### src/rtl/thermo_count.sv
// thermo_count: two-stage elastic thermometer-to-binary (trailing-ones) encoder.
// Define THERMO_CHECK_EN to build in bubble detection (ERR) and the ERRCNT counter.
module thermo_count #(
  parameter  int width = 8,
  localparam int cw    = $clog2(width+1)
) (
  input  logic             clk_i,
  input  logic             rst_ni,
  input  logic             valid_i,
  output logic             ready_o,
  input  logic [width-1:0] TI,
  output logic             valid_o,
  input  logic             ready_i,
  output logic [cw-1:0]    CNT,
  output logic             ERR,
  output logic [15:0]      ERRCNT,
  input  logic             errclr_i
);

  logic [2:1]       vld_pipe;
  logic [width-1:0] s1_ti;
  logic [cw-1:0]    cnt_c;
  logic             s2_free, s2_ld, accept;

  assign s2_free = vld_pipe[2] & ready_i;
  assign s2_ld   = vld_pipe[1] & (~vld_pipe[2] | ready_i);
  assign ready_o = ~vld_pipe[1] | ~vld_pipe[2] | ready_i;
  assign accept  = valid_i & ready_o;
  assign valid_o = vld_pipe[2];

  // Index of the lowest zero bit, or width when the mask is all ones.
  always_comb begin
    cnt_c = cw'(width);
    for (int i = width-1; i >= 0; i--)
      if (!s1_ti[i]) cnt_c = cw'(i);
  end

  always_ff @(posedge clk_i or negedge rst_ni) begin
    if (!rst_ni) begin
      vld_pipe <= '0;
      s1_ti    <= '0;
      CNT      <= '0;
    end else begin
      if (accept) begin
        vld_pipe[1] <= 1'b1;
        s1_ti       <= TI;
      end else if (s2_ld) begin
        vld_pipe[1] <= 1'b0;
      end
      if (s2_ld) begin
        vld_pipe[2] <= 1'b1;
        CNT         <= cnt_c;
      end else if (s2_free) begin
        vld_pipe[2] <= 1'b0;
      end
    end
  end

`ifdef THERMO_CHECK_EN
  // A 0->1 step anywhere going upward means the mask is not 2^k-1;
  // kept independent of the count path.
  logic err_c;
  assign err_c = |(s1_ti[width-1:1] & ~s1_ti[width-2:0]);

  always_ff @(posedge clk_i or negedge rst_ni) begin
    if (!rst_ni) begin
      ERR    <= 1'b0;
      ERRCNT <= '0;
    end else begin
      if (s2_ld) ERR <= err_c;
      if (errclr_i)
        ERRCNT <= '0;
      else if (s2_free && ERR && ERRCNT != 16'hFFFF)
        ERRCNT <= ERRCNT + 16'd1;
    end
  end
`else
  logic unused_errclr;
  assign unused_errclr = errclr_i;
  assign ERR           = 1'b0;
  assign ERRCNT        = 16'h0;
`endif

endmodule

### config.mk
export PLATFORM = sky130hd
export DESIGN_NAME = thermo_count
export DESIGN_NICKNAME = d
export VERILOG_FILES = /design/src/rtl/thermo_count.sv
export SDC_FILE = /design/constraint.sdc
export NUM_CORES = 1
export LEC_CHECK = 0
export BUFFER_PORTS_ARGS = -buffer_cell sky130_fd_sc_hd__buf_4
export CAP_MARGIN = 20
export CORE_ASPECT_RATIO = 0.7
export CORE_UTILIZATION = 30
export DETAILED_ROUTE_END_ITERATION = 10
export PLACE_DENSITY = 0.51
export REMOVE_ABC_BUFFERS = 1
export SYNTH_ARGS = -nofsm -noshare
export SYNTH_HDL_FRONTEND = slang
export SYNTH_SLANG_ARGS = --single-unit
### constraint.sdc
create_clock -name clk_i -period 1.5 [get_ports clk_i]
set_input_delay 0.15 -clock clk_i [delete_from_list [all_inputs] [get_ports clk_i]]
set_output_delay 0.15 -clock clk_i [all_outputs]
set_load 0.01 [all_outputs]
Word-level counts from Yosys, hierarchy flattened
Cells that the tools add are included.

cells by class
  bitwise operators = 8
  mux-type cells = 12
  reduce and logical (&&, ||, !) cells = 2

operator list
  kind                number
  two-way mux 4 bit   8
  two-way mux 1 bit   4
  nonzero test 2 bit  2
  AND 1 bit           3
  bitwise OR 1 bit    3
  inverter 1 bit      2

word-level totals
  flip-flop bits (word level) = 14

Longest topological paths before layout
  depth in word-level cells = 8
  gate-level depth with buffers = 4
  mapped depth without buffers = 4

Worst setup path before layout
OpenSTA, ideal clock, no wires.

  path kind = register -> register
  start point = register vld_pipe[2] (netlist bit)
  end point = register s1_ti[0]
  path slack = 0.351 ns
  arrival = 1.024 ns
  clock period less this slack = 1.149 ns
  cell stages (with the launch flop) = 4
  cell sequence = dfrtp_1 nand3b_4 nand2_8 mux2_4

between the ends
  word-level cells in the longest chain between the ends = 4

RTL lines
  what                            RTL line  text
  start, declared                 20        logic [2:1] vld_pipe;
  inverter 1 bit                  27        assign ready_o = ~vld_pipe[1] | ~vld_pipe[2] | ready_i;
  bitwise OR 1 bit (2 in series)  27
  via ready_o                     10        output logic ready_o,
  AND 1 bit                       28        assign accept = valid_i & ready_o;
  end signal, assigned            41        s1_ti <= '0;
  end signal, assigned            46        s1_ti <= TI;
  end, declared                   21        logic [width-1:0] s1_ti;

The timed path passes the listed nets, and every way through them passes these cells.
A chain may end at the register's enable or synchronous reset.

Final worst setup path
  start point = register vld_pipe[1] (netlist bit)
  end point = output port ready_o

between the ends
  word-level cells in the longest chain between the ends = 3

RTL lines
  what                            RTL line
  inverter 1 bit                  27
  bitwise OR 1 bit (2 in series)  27
  end, declared                   10

No other way between the ends.

==> reports/results.ini <==
[min_path]
hold_depth = 2
hp-start = TI[4]
holdCritPathClass = in2reg
holdPathEnd = s1_ti[4]

[timing]
hold_viol_final = 0
slew_viol_final = 0
finalCriticalPeriod_ps = 1120
hold_ws_ps = 128
finalSetupViolCount = 0
fin_ws_ps = 376
finalCritPeriodShare_pct = 74.9
final.setup.tns_ps = 0
finalClockSkew_ps = 2.87
rsz0062_at_grt = false
fmax_ghz = 0.890

[die]
ios = 36
die_x_um = 63.1
die_area_um2 = 2830
core_um2 = 2480
die_h_um = 44.8
num_rows = 15
start_util_pct = 31.7

[clocking]
cts_root_buffer = clkbuf_8
clock_latency_ps = 250
cts.htree.levels = 1
clkSinkCount = 14
clk_path_buf_depth = 2
cts_tree = yes
clkTransAtPathRegs_ps = 60
postCtsSetupRepairBufs = 0
cts_buffers = 3

[placement]
placed_area_um2 = 887
preCtsSetupSlack_ps = 375
gp_congestion = 0.673
port_buffers = 17
dpl.hpwl_um = 896

[synthesis]
synth-simple-area-share_pct = 14.4
synthAdderAreaFrac_pct = 0
synth_xor_area_share_pct = 0
muxShareOfSynthArea_pct = 15.3
yosysUniqueCellTypes = 21
synth_seq_cells = 14
syn_area_per_cell_um2 = 12.1
synth_top_family_by_area = buffers and inverters
synth_area_um2 = 785
yosysWarnings = 0
netlist_instances = 65
synth-compound-area-share_pct = 8.45
yosysSeqAreaShare_pct = 44.7

[finish]
syn2layout_area_growth_pct = 21.4
diodes = 0
final_cell_area_um2 = 952
nNetsFinal = 100
fillers = 260
drive_gt1_share_pct = 39.5

[power_and_ir_drop]
p_leak_nw = 0.492
p_total_w = 0.00106
ir_worst_vdd_mv = 0.553
powerDensity_nw_per_um2 = 1120

[worst_setup_path]
r2r_setup_slack_ps = 380
path_class = reg2out
critPathRequiredTime_ps = 1350
worstReg2RegEnd = s1_ti[1]
worstReg2RegStart = vld_pipe[1]
cp-start-kind = register
cp.arrival_ps = 970
critPathMaxFanout = 4
critPathCaptureType = output port
r2r_cells = 3

[route]
firstDrtPassIters = 3
route.final.wire_length_um = 1130
avgViaCountPerCell = 3.94
ant_nets = 0
drc = 0
post_drt_wl_per_cell_um = 9.44
drt-initial-drc-count = 14
vias = 473

[job]
drv_cap = 0

[grt]
grt_pass1_vias = 412
track_usage_pct = 9.39
grt_antenna_before_repair = 0
grt_max_degree = 15
met2_usage_pct = 14.0
overflow = 0
busiest_layer = met2
use_met3_pct = 4.55
grt_pass1_wl_um = 1880
gr-usage-met1_pct = 11.6

[outcome]
status = finished clean

-- sequential cells by signal (all words and copies together), names as in the netlist --
| name | count |
|---|---|
| s1_ti | 8 |
| CNT | 4 |
| vld_pipe | 2 |
-- kinds of logic (layout without fill, tap and decap cells) --
family	after synthesis	count (layout)
DFF	14	14
other	1	17
muxes	8	8
buffers and inverters	18	23
AOI/OAI and AO/OA	8	8
and+or+nand+nor	16	16
-- synth_stat cells --
| library cell | number | area, um^2 |
|---|---|---|
| buf_4 | 17 | 128 |
| dfrtp_1 | 14 | 350 |
| mux2_4 | 8 | 120 |
| nand2_1 | 6 | 22.5 |
| a21o_1 | 2 | 15.0 |
| nand2b_1 | 2 | 12.5 |
| nand3_1 | 2 | 10.0 |
| a21oi_1 | 1 | 5.00 |
| a311oi_1 | 1 | 8.76 |
| conb_1 | 1 | 3.75 |
| inv_1 | 1 | 3.75 |
| nand2_2 | 1 | 6.26 |
| nand2_8 | 1 | 20.0 |
| nand2b_2 | 1 | 8.76 |
| nand3b_4 | 1 | 20.0 |
| nand4_1 | 1 | 6.26 |
| nor2b_1 | 1 | 6.26 |
| o21ai_0 | 1 | 5.00 |
| o21bai_1 | 1 | 7.51 |
| o221ai_1 | 1 | 8.76 |
| o41ai_2 | 1 | 16.3 |
-- timing repair --
action	4_1_cts	5_1_grt
hold buffers	1	0
gates resized for setup	0	0
hold endpoints to repair	14	0
-- worst max-delay path by stage --
stage | start | to | slack [ps] | depth (start not counted)
final | vld_pipe[1] | ready_o | 380 | 2
after global routing | s1_ti[7] | CNT[1] | 320 | 4
after CTS | vld_pipe[1] | ready_o | 360 | 2
after detailed placement | vld_pipe[1] | s1_ti[1] | 370 | 3
after global placement | vld_pipe[1] | s1_ti[1] | 390 | 3
after floorplan | vld_pipe[2] | s1_ti[0] | 350 | 3
-- power breakdown --
group / internal (W) / switching, W / leakage, nW
Sequential: 0.000428 / 0.0000474 / 0.168
Combinational: 0.000121 / 0.0000953 / 0.295
Clock: 0.000233 / 0.000139 / 0.0288
Total: 0.000782 / 0.000281 / 0.492
-- per-stage QoR --
| step | utilization (%) | cells |
|---|---|---|
| after CTS | 38.4 | 120 |
| final | 38.4 | 120 |
| after global placement | 35.8 | 115 |
| after global routing | 38.4 | 120 |
| after detailed placement | 35.8 | 115 |
| after floorplan | - | 64 |
-- layout by cell type, fill, tap and decap left out --
cell,n
a21o_1,2
a21oi_1,1
a311oi_1,1
buf_4,17
clkbuf_8,4
conb_1,17
dfrtp_1,14
dlygate4sd3_1,1
inv_1,1
mux2_4,8
nand2_1,6
nand2_2,1
nand2_8,1
nand2b_1,2
nand2b_2,1
nand3_1,2
nand3b_4,1
nand4_1,1
nor2b_1,1
o21ai_0,1
o21bai_1,1
o221ai_1,1
o41ai_2,1
-- layer usage --
| layer | wire length (um) | vias to the layer above | share of wire (%) |
|---|---|---|---|
| li1 | - | 234 | - |
| met1 | 570 | 213 | 50 |
| met2 | 457 | 24 | 40 |
| met3 | 94 | 2 | 8.3 |
| met4 | 11 | 0 | 0.97 |
| met5 | 0 | - | 0 |
-- layout make-up --
cell class | instances | area, um^2 | area share, %
Clock buffer | 4 | 55.1 | 5.78
Inverter | 1 | 3.75 | 0.394
Multi-Input combinational cell | 49 | 363 | 38.1
Sequential cell | 14 | 350 | 36.8
Tap cell | 34 | 42.5 | 4.47
Timing Repair Buffer | 18 | 138 | 14.5
-- critical path, stage by stage (launching register included) --
cell	delay (ps)
dfrtp_1	430
nand3b_4	130
buf_4	170
Power figures use the tool's default switching activity.
